`src/rtl/fan_pwm_multi_if.sv`:
```
// Per-channel duty request bus into the fan PWM driver.
// The master drives requests and enables; the PWM block is the slave.
interface fan_pwm_multi_if #(
    parameter int CHANNELS      = 2,
    parameter int DUTY_BITWIDTH = 5
);
    logic [CHANNELS*DUTY_BITWIDTH-1:0] duty_i;
    logic [CHANNELS-1:0]               duty_valid_i;
    logic [CHANNELS-1:0]               enable_i;

    modport master (output duty_i, duty_valid_i, enable_i);
    modport slave  (input  duty_i, duty_valid_i, enable_i);
endinterface

```
`src/rtl/fan_pwm_multi.sv`:
```
// N-channel fan PWM: shared period counter, kick-start, min clamp, stall retry.
// Define FAN_TACH_STALL_EN to build tach-based stall detection and stall_o.
module fan_pwm_multi #(
    parameter int CHANNELS      = 2,
    parameter int DUTY_BITWIDTH = 5,
    parameter int KICK_PERIODS  = 4,
    parameter int STALL_PERIODS = 8
) (
    input  logic                       clk_i,
    input  logic                       rstn_i,
    input  logic                       clk_en_i,
    input  logic [DUTY_BITWIDTH-1:0]   period_i,
    input  logic [DUTY_BITWIDTH-1:0]   min_duty_i,
    fan_pwm_multi_if.slave             duty_if,
    input  logic [CHANNELS-1:0]        tach_i,
    output logic [CHANNELS-1:0]        pwm_o,
    output logic [CHANNELS-1:0]        stall_o,
    output logic [2*CHANNELS-1:0]      state_o,
    output logic                       period_end_o
);
    localparam int DW   = DUTY_BITWIDTH;
    localparam int MAXP = (KICK_PERIODS > STALL_PERIODS) ?
                          KICK_PERIODS : STALL_PERIODS;
    localparam int PW   = $clog2(MAXP + 1);

    typedef enum logic [1:0] {
        OFF   = 2'd0,
        KICK  = 2'd1,
        RUN   = 2'd2,
        STALL = 2'd3
    } state_t;

    logic [DW-1:0] r_cnt;
    logic          w_wrap;
    logic [DW:0]   w_top;

    assign w_wrap       = (r_cnt == period_i);
    assign period_end_o = clk_en_i && w_wrap;
    assign w_top        = {1'b0, period_i} + (DW+1)'(1);

    always_ff @(posedge clk_i or negedge rstn_i) begin
        if (!rstn_i) begin
            r_cnt <= '0;
        end else if (clk_en_i) begin
            r_cnt <= w_wrap ? '0 : r_cnt + DW'(1);
        end
    end

    for (genvar c = 0; c < CHANNELS; c++) begin : g_ch
        state_t        r_state;
        state_t        w_state_nx;
        logic [DW-1:0] r_shadow;
        logic [DW-1:0] r_active;
        logic [DW-1:0] w_duty;
        logic [DW-1:0] w_next_act;
        logic [PW-1:0] r_pc;
        logic [PW-1:0] w_pc_nx;
        logic [DW:0]   w_req;
        logic [DW:0]   w_eff;
        logic          r_pwm;
        logic          w_pwm_nx;
        logic          w_en;
        logic          w_dv;
        logic          w_miss;
        logic          w_stall_set;

        assign w_duty = duty_if.duty_i[c*DW +: DW];
        assign w_en   = duty_if.enable_i[c];
        assign w_dv   = duty_if.duty_valid_i[c];
        // A strobe on the wrap tick bypasses the shadow register.
        assign w_next_act = w_dv ? w_duty : r_shadow;

        always_comb begin
            w_state_nx  = r_state;
            w_pc_nx     = r_pc;
            w_stall_set = 1'b0;
            if (!w_en) begin
                w_state_nx = OFF;
                w_pc_nx    = '0;
            end else if (period_end_o) begin
                if (w_next_act == '0) begin
                    w_state_nx = OFF;
                    w_pc_nx    = '0;
                end else begin
                    unique case (r_state)
                        OFF: begin
                            w_state_nx = KICK;
                            w_pc_nx    = '0;
                        end
                        KICK: begin
                            if (r_pc == PW'(KICK_PERIODS - 1)) begin
                                w_state_nx = RUN;
                                w_pc_nx    = '0;
                            end else begin
                                w_pc_nx = r_pc + PW'(1);
                            end
                        end
                        RUN: begin
                            if (!w_miss) begin
                                w_pc_nx = '0;
                            end else if (r_pc == PW'(STALL_PERIODS - 1)) begin
                                w_state_nx  = STALL;
                                w_pc_nx     = '0;
                                w_stall_set = 1'b1;
                            end else begin
                                w_pc_nx = r_pc + PW'(1);
                            end
                        end
                        STALL: begin
                            if (r_pc == PW'(STALL_PERIODS - 1)) begin
                                w_state_nx = KICK;
                                w_pc_nx    = '0;
                            end else begin
                                w_pc_nx = r_pc + PW'(1);
                            end
                        end
                    endcase
                end
            end
        end

        // Clamp to min duty, saturate at a full period; KICK is always full.
        always_comb begin
            w_req = {1'b0, r_active};
            if (r_active != '0 && r_active < min_duty_i) begin
                w_req = {1'b0, min_duty_i};
            end
            w_eff = (r_state == KICK || w_req > w_top) ? w_top : w_req;
            w_pwm_nx = w_en && (r_state == KICK || r_state == RUN)
                       && (period_i != '0) && ({1'b0, r_cnt} < w_eff);
        end

        always_ff @(posedge clk_i or negedge rstn_i) begin
            if (!rstn_i) begin
                r_state  <= OFF;
                r_pc     <= '0;
                r_shadow <= '0;
                r_active <= '0;
                r_pwm    <= 1'b0;
            end else begin
                r_state <= w_state_nx;
                r_pc    <= w_pc_nx;
                r_pwm   <= w_pwm_nx;
                if (w_dv) begin
                    r_shadow <= w_duty;
                end
                if (period_end_o) begin
                    r_active <= w_next_act;
                end
            end
        end

        assign pwm_o[c]          = r_pwm;
        assign state_o[2*c +: 2] = r_state;

`ifdef FAN_TACH_STALL_EN
        logic r_s1;
        logic r_s2;
        logic r_s3;
        logic r_seen;
        logic r_stall;
        logic w_edge;

        assign w_edge = r_s2 & ~r_s3;
        assign w_miss = ~(r_seen | w_edge);

        always_ff @(posedge clk_i or negedge rstn_i) begin
            if (!rstn_i) begin
                r_s1    <= 1'b0;
                r_s2    <= 1'b0;
                r_s3    <= 1'b0;
                r_seen  <= 1'b0;
                r_stall <= 1'b0;
            end else begin
                r_s1 <= tach_i[c];
                r_s2 <= r_s1;
                r_s3 <= r_s2;
                if (period_end_o) begin
                    r_seen <= 1'b0;
                end else if (w_edge) begin
                    r_seen <= 1'b1;
                end
                if (w_dv || !w_en) begin
                    r_stall <= 1'b0;
                end else if (w_stall_set) begin
                    r_stall <= 1'b1;
                end
            end
        end

        assign stall_o[c] = r_stall;
`else
        logic w_unused_tach;

        assign w_unused_tach = tach_i[c] ^ w_stall_set;
        assign w_miss        = 1'b0;
        assign stall_o[c]    = 1'b0;
`endif
    end
endmodule

```
`src/flat_wrapper.sv`:
```
// flat-port wrapper written by rule: the top's interface ports become plain ports
module fan_pwm_multi_flat 
#(
    parameter int CHANNELS      = 2,
    parameter int DUTY_BITWIDTH = 5,
    parameter int KICK_PERIODS  = 4,
    parameter int STALL_PERIODS = 8
)
  (clk_i, rstn_i, clk_en_i, period_i, min_duty_i, tach_i, pwm_o, stall_o, state_o, period_end_o, duty_if_duty_i, duty_if_duty_valid_i, duty_if_enable_i);
  fan_pwm_multi_if #(.CHANNELS(CHANNELS), .DUTY_BITWIDTH(DUTY_BITWIDTH)) duty_if_i ();
  input  logic clk_i;
  input  logic rstn_i;
  input  logic clk_en_i;
  input  logic [DUTY_BITWIDTH-1:0] period_i;
  input  logic [DUTY_BITWIDTH-1:0] min_duty_i;
  input  logic [CHANNELS-1:0] tach_i;
  output logic [CHANNELS-1:0] pwm_o;
  output logic [CHANNELS-1:0] stall_o;
  output logic [2*CHANNELS-1:0] state_o;
  output logic period_end_o;
  input wire logic [$bits(duty_if_i.duty_i)-1:0] duty_if_duty_i;
  input wire logic [$bits(duty_if_i.duty_valid_i)-1:0] duty_if_duty_valid_i;
  input wire logic [$bits(duty_if_i.enable_i)-1:0] duty_if_enable_i;
  assign duty_if_i.duty_i = duty_if_duty_i;
  assign duty_if_i.duty_valid_i = duty_if_duty_valid_i;
  assign duty_if_i.enable_i = duty_if_enable_i;
  fan_pwm_multi #(.CHANNELS(CHANNELS), .DUTY_BITWIDTH(DUTY_BITWIDTH), .KICK_PERIODS(KICK_PERIODS), .STALL_PERIODS(STALL_PERIODS)) u_core (.clk_i(clk_i), .rstn_i(rstn_i), .clk_en_i(clk_en_i), .period_i(period_i), .min_duty_i(min_duty_i), .duty_if(duty_if_i), .tach_i(tach_i), .pwm_o(pwm_o), .stall_o(stall_o), .state_o(state_o), .period_end_o(period_end_o));
endmodule
```
`config.mk`:
```
export PLATFORM = sky130hd
export DESIGN_NAME = fan_pwm_multi_flat
export DESIGN_NICKNAME = d
export VERILOG_FILES = /design/src/rtl/fan_pwm_multi_if.sv /design/src/rtl/fan_pwm_multi.sv /design/src/flat_wrapper.sv
export SDC_FILE = /design/constraint.sdc
export NUM_CORES = 1
export LEC_CHECK = 0
export CORE_ASPECT_RATIO = 1.4
export CORE_MARGIN = 4
export CORE_UTILIZATION = 50
export CTS_BUF_LIST = sky130_fd_sc_hd__clkbuf_8
export DETAILED_ROUTE_END_ITERATION = 8
export GPL_ROUTABILITY_DRIVEN = 1
export PLACE_DENSITY_LB_ADDON = 0.3
export SLEW_MARGIN = 5
export SYNTH_ARGS = -nofsm -noshare
export SYNTH_HDL_FRONTEND = slang
export SYNTH_SLANG_ARGS = --single-unit
```
`constraint.sdc`:
```
create_clock -name clk_i -period 8.15 [get_ports clk_i]
set_clock_uncertainty 0.1 [all_clocks]
set_input_delay 1.2225 -clock clk_i [delete_from_list [all_inputs] [get_ports clk_i]]
set_output_delay 1.2225 -clock clk_i [all_outputs]
set_load 0.05 [all_outputs]
```
# Word level (Yosys, flattened, before mapping)
# Index checks and enable logic that the tools add are counted.
[op_classes] magnitude_cmp=6 n_addsub=4 eq_ne=19 mux=31 n_reduce_logical=24
[ops] cell="$mux W4" count=10
[ops] cell="$mux W5" count=5
[ops] cell="$pmux W4 S3" count=2
[ops] cell="$mux W2" count=10
[ops] cell="$ne A4 B2 Y1 const B" count=4
[ops] cell="$reduce_bool A5 Y1" count=3
[ops] cell="$gt A5 B6 Y1" count=2
[ops] cell="$lt A5 B6 Y1" count=2
[ops] cell="$mux W6" count=2
[ops] cell="$pmux W2 S3" count=2
[ops] cell="$logic_not A5 Y1" count=2
[ops] cell="$lt A5 B5 Y1" count=2
[ops] cell="$logic_and A1 B1 Y1" count=9
[ops] cell="$add A4 B1 Y4 const B" count=2
[ops] cell="$eq A2 B2 Y1 const B" count=4
[ops] cell="$eq A4 B2 Y1 const B" count=2
[ops] cell="$eq A4 B3 Y1 const B" count=2
[ops] cell="$reduce_and A4 Y1" count=2
[ops] cell="$add A5 B1 Y6 const B" count=1
[ops] cell="$ne A3 B2 Y1 const B" count=2
[ops] cell="$add A5 B1 Y5 const B" count=1
[ops] cell="$eq A5 B5 Y1" count=1
[ops] cell="$eq A2 B1 Y1 const B" count=2
[ops] cell="$logic_not A2 Y1" count=2
[ops] cell="3 further kinds" count=8
[word_totals] input_bits=29 register_bits=39 output_inout_bits=9 word_cells=95

# Logic depth before layout (Yosys ltp)
[depth] ltp_word=8 ltp_mapped=18 mapped_depth_nobuf=18

# Worst setup path before layout
# Ideal clock, no wire load.
[synth_path] path_kind="input -> register" start="in min_duty_i[2]" end="reg u_core.g_ch[1].r_pwm" arrival_time_ns=5.062 cell_stages=18 path_slack_ns=2.888 n_path_buf=0 setup_time_ns=0.101 required_time_ns=7.949 path_cell_list="inv_1 -> ha_1 -> a21o_1 -> a31oi_1 -> o211ai_1 -> mux2_2 -> ha_1 -> and3_1 -> and3_1 -> a211oi_1 -> o21ai_0 -> o31ai_1 -> ha_1 -> a21o_1 -> a21oi_1 -> a21oi_1 -> or4_1 -> o32ai_1"
[synth_via] elab_chain_cells=8
[synth_rtl] item="start, declared" line_no="flat_wrapper.sv:15" rtl="input logic [DUTY_BITWIDTH-1:0] min_duty_i;"
[synth_rtl] item="$lt A5 B5 Y1" line_no="fan_pwm_multi.sv:125" rtl="if (r_active != '0 && r_active < min_duty_i) begin"
[synth_rtl] item="$logic_and A1 B1 Y1" line_no="fan_pwm_multi.sv:125"
[synth_rtl] item="$mux W5 (*)" line_no="fan_pwm_multi.sv:125"
[synth_rtl] item="$gt A5 B6 Y1" line_no="fan_pwm_multi.sv:128" rtl="w_eff = (r_state == KICK || w_req > w_top) ? w_top : w_req;"
[synth_rtl] item="$logic_or A1 B1 Y1" line_no="fan_pwm_multi.sv:128"
[synth_rtl] item="$mux W6 (*)" line_no="fan_pwm_multi.sv:128"
[synth_rtl] item="$lt A5 B6 Y1 (*)" line_no="fan_pwm_multi.sv:130" rtl="&& (period_i != '0) && ({1'b0, r_cnt} < w_eff);"
[synth_rtl] item="$logic_and A1 B1 Y1 (*)" line_no="fan_pwm_multi.sv:130"
[synth_rtl] item="named net u_core.g_ch[1].w_pwm_nx" line_no="fan_pwm_multi.sv:61" rtl="logic w_pwm_nx;"
[synth_rtl] item="end signal, assigned" line_no="fan_pwm_multi.sv:143" rtl="r_pwm <= w_pwm_nx;"
[synth_rtl] item="end, declared" line_no="fan_pwm_multi.sv:60" rtl="logic r_pwm;"
# Mark *: on every way through the listed nets, which the timed path passes. The rest lies on a longest branch.
# A chain may end at the register's enable or synchronous reset.

# Worst setup path after layout
# Ends and elaborated chain as after synthesis.

==> results_dict.tcl <==
set metrics [dict create \
    outcome "complete, no violations" \
    cpMostUsedCell "ha_1" \
    postRouteAntennaNets 0 \
    slowest_delay_ps 730 \
    syn_to_final_growth_pct 15.75 \
    grt_overflow_total 0 \
    post_drt_wl_per_cell_um 16.82 \
    ir_worst_vdd_mv 0.1695 \
    nets 402 \
    synth_top_family_by_area "compound AO/OA/AOI/OAI gates" \
    tightest_slew_ps 961.7 \
    grt_max_degree 40 \
    tns_ps 0 \
    track_usage 0.2012 \
    timing.final.ws_setup_ps 2132 \
    routed_via_density 6.035 \
    postSynthAreaPerCell_um2 10.16 \
    firstDrtPassIters 4 \
    htree_num_levels 2 \
    antenna_found_initial 0 \
    clk_latency_ps 300 \
    clkTransAtPathRegs_ps 80 \
    maxSlewHeadroom 0.3565 \
    holdBufCountCts 0 \
    rows 33 \
    async_flop_share 1.000 \
    ys.flop_type "dfrtp_1" \
    ys_seq_area_frac 0.3190 \
    synth_xor_area_frac 0.02863 \
    muxShareOfSynthArea 0.1235 \
    die_area_mm2 0.007451 \
    grt_pass1_wl_um 11630 \
    critPathRequiredTime_ps 8250 \
    fmax_mhz 166.2 \
    initial_core_util 0.5181 \
    cts_buffer_depth 2 \
    crit_path_start_kind "input pin" \
    ios 38 \
    fp.dieH_um 100.6 \
    hold_violations 0 \
    n_antenna_cell 0 \
    vias 2444 \
    die-width_um 74.11 \
    clock_sinks 39 \
    period_share 0.7384 \
    port_buffers 33 \
    cp-end-kind "flop" \
    place_hpwl_um 5341 \
    grt_pass1_vias 2518 \
    cp_cell_sequence "clkdlybuf4s50_1 > inv_1 > ha_1 > a21o_1 > a31oi_1 > o211ai_1 > mux2_2 > ha_1 > and3_1 > and3_1 > a211oi_1 > o21ai_0 > o31ai_1 > ha_1 > a21o_1 > a21oi_1 > a21oi_1 > or4_1 > o32ai_1" \
    rsz0062_at_grt "no" \
    cp_max_fo 9 \
    fin_crit_ps 6018 \
    drt_iter0_drc 101 \
    core_area_mm2 0.005904 \
    finalMaxSlewViolations 0 \
    preCtsSetupSlack_ps 1858 \
    criticalPathCategory "in -> reg" \
    cts_setup_buffers 0 \
    cts_buffers 5 \
    synth.distinct_cells 54 \
    synthesis.area_mm2 0.003059 \
    cts_repair_resize_count 0 \
    drive_gt1_frac 0.1373 \
    synthAdderAreaFrac 0.1595 \
    cts_root_buffer "clkbuf_8" \
    placedInstanceArea_mm2 0.003428 \
    worstPathArrival_ps 6110 \
    yosysWarnings 0 \
    maxCapViolCount 0 \
    route.detailed.drc 0 \
    synthSimpleGateAreaFrac 0.1505 \
    cellLeakagePower_nw 1.614 \
    cts_tree "built" \
    synth_edf_count 0 \
    hold_path.class "reg -> reg" \
    yosys_register_bits 39 \
    netlist_instances 301 \
    stdcell_area_mm2 0.003541 \
    routed_wl_um 6814 \
    cp_slowest_cell "a211oi_1" \
    place_congestion 0.8871 \
    p_per_area_mw_per_mm2 295.1 \
    setup_viol 0 \
    synth-compound-area-share 0.1849 \
]
## worst paths after layout
| path | cells after the start | to | slack [ps] | start |
|---|---|---|---|---|
| max | 19 | u_core.g_ch[1].r_pwm | 2130 | min_duty_i[2] |
| min | 1 | u_core.g_ch[1].r_pc[0] | 410 | u_core.g_ch[1].r_pc[0] |
| max reg2reg | 17 | u_core.g_ch[1].r_pwm | 3180 | u_core.g_ch[1].r_active[2] |
| min reg2reg | 1 | u_core.g_ch[1].r_pc[0] | 410 | u_core.g_ch[1].r_pc[0] |
| max in group asynchronous | 1 | u_core.g_ch[0].r_active[2] | 6470 | rstn_i |
| min in group asynchronous | 1 | u_core.g_ch[0].r_pc[3] | 920 | rstn_i |
## per-layer routing
metal	track usage	wire, um	vias up
li1	-	-	1192
met1	0.2486	2871	1190
met2	0.3463	3546	49
met3	0.03892	250	13
met4	0.06416	146	0
met5	0	0	-
## state kept, by name (all words and copies together) (netlist names)
name and count:
u_core.g_ch.r_active 10, u_core.g_ch.r_pc 8, u_core.g_ch.r_pwm 2, u_core.g_ch.r_shadow 10, u_core.g_ch.r_state 4, u_core.r_cnt 5
## worst max-delay path: cells and delay by family
kind	cells	cell delay, ps
mux	1	410
fa+ha+maj	3	890
compound gates	10	2110
simple gates	3	890
buf+inv	2	590
## cell usage after synthesis, types with 5 or more instances
cell type,count,share of area
and3_1,12,0.025
o31ai_1,6,0.015
ha_1,39,0.16
a22o_1,5,0.014
mux2_2,26,0.096
nand3_1,7,0.011
nor2b_1,8,0.016
dfrtp_1,39,0.32
xnor2_1,7,0.020
inv_1,14,0.017
nand2_1,13,0.016
nand2b_1,5,0.010
a21oi_1,7,0.011
a21o_1,7,0.017
nor2_1,10,0.012
o21ai_0,23,0.038
## through the flow
step                      hold slack (ps)  utilization  power (mW)  instances
after global routing                420.3       0.5997       1.147        405
after CTS                           410.9       0.5997       1.051        405
after global placement              387.6       0.5806      0.8522        397
final                               411.0       0.5997       1.045        405
after detailed placement            391.2       0.5806      0.8810        397
after floorplan                     368.4            -      0.7399        302
## layout make-up
cell class	instances	area, um2
repair buffers	33	325.3
fillers	535	2364
clock inverters	3	43.79
flip-flops and latches	39	975.9
well taps	70	87.58
multi-input cells	241	1987
inverters	14	52.55
clock buffers	5	68.82
## where the power goes
group          internal (mW)  switching (mW)
Combinational          0.275           0.296
Clock                 0.0912          0.0740
Sequential             0.242          0.0668
## placed cells by master, fill, tap and decap left out, drive strengths merged, types with 2 or more instances in the layout
cell            n
a2111oi         2
a211oi          4
a21boi          2
a21o            7
a21oi           7
a22o            5
a31oi           2
a32o            2
and3           12
clkbuf          5
clkdlybuf4s50  32
clkinv          2
conb            2
dfrtp          39
ha             39
inv            14
mux2           29
mux2i           4
nand2          13
nand2b          5
nand3           7
nand3b          3
nand4           2
nor2           10
nor2b           8
nor3            2
nor4b           3
o211ai          3
o21a            2
o21ai          25
o221ai          2
o2bb2ai         2
o31ai           6
or3             4
or4             4
or4b            2
xnor2           7
xor2            3
## logic make-up after synthesis
group	count (synthesis)
multiplexers	33
AND/OR/NAND/NOR	79
buffers and inverters	22
AO/OA/AOI/OAI	78
other	1
XOR/XNOR	10
adder cells (fa/ha/maj)	39
flip-flops	39
No activity file was read; power rests on OpenSTA's default activity.
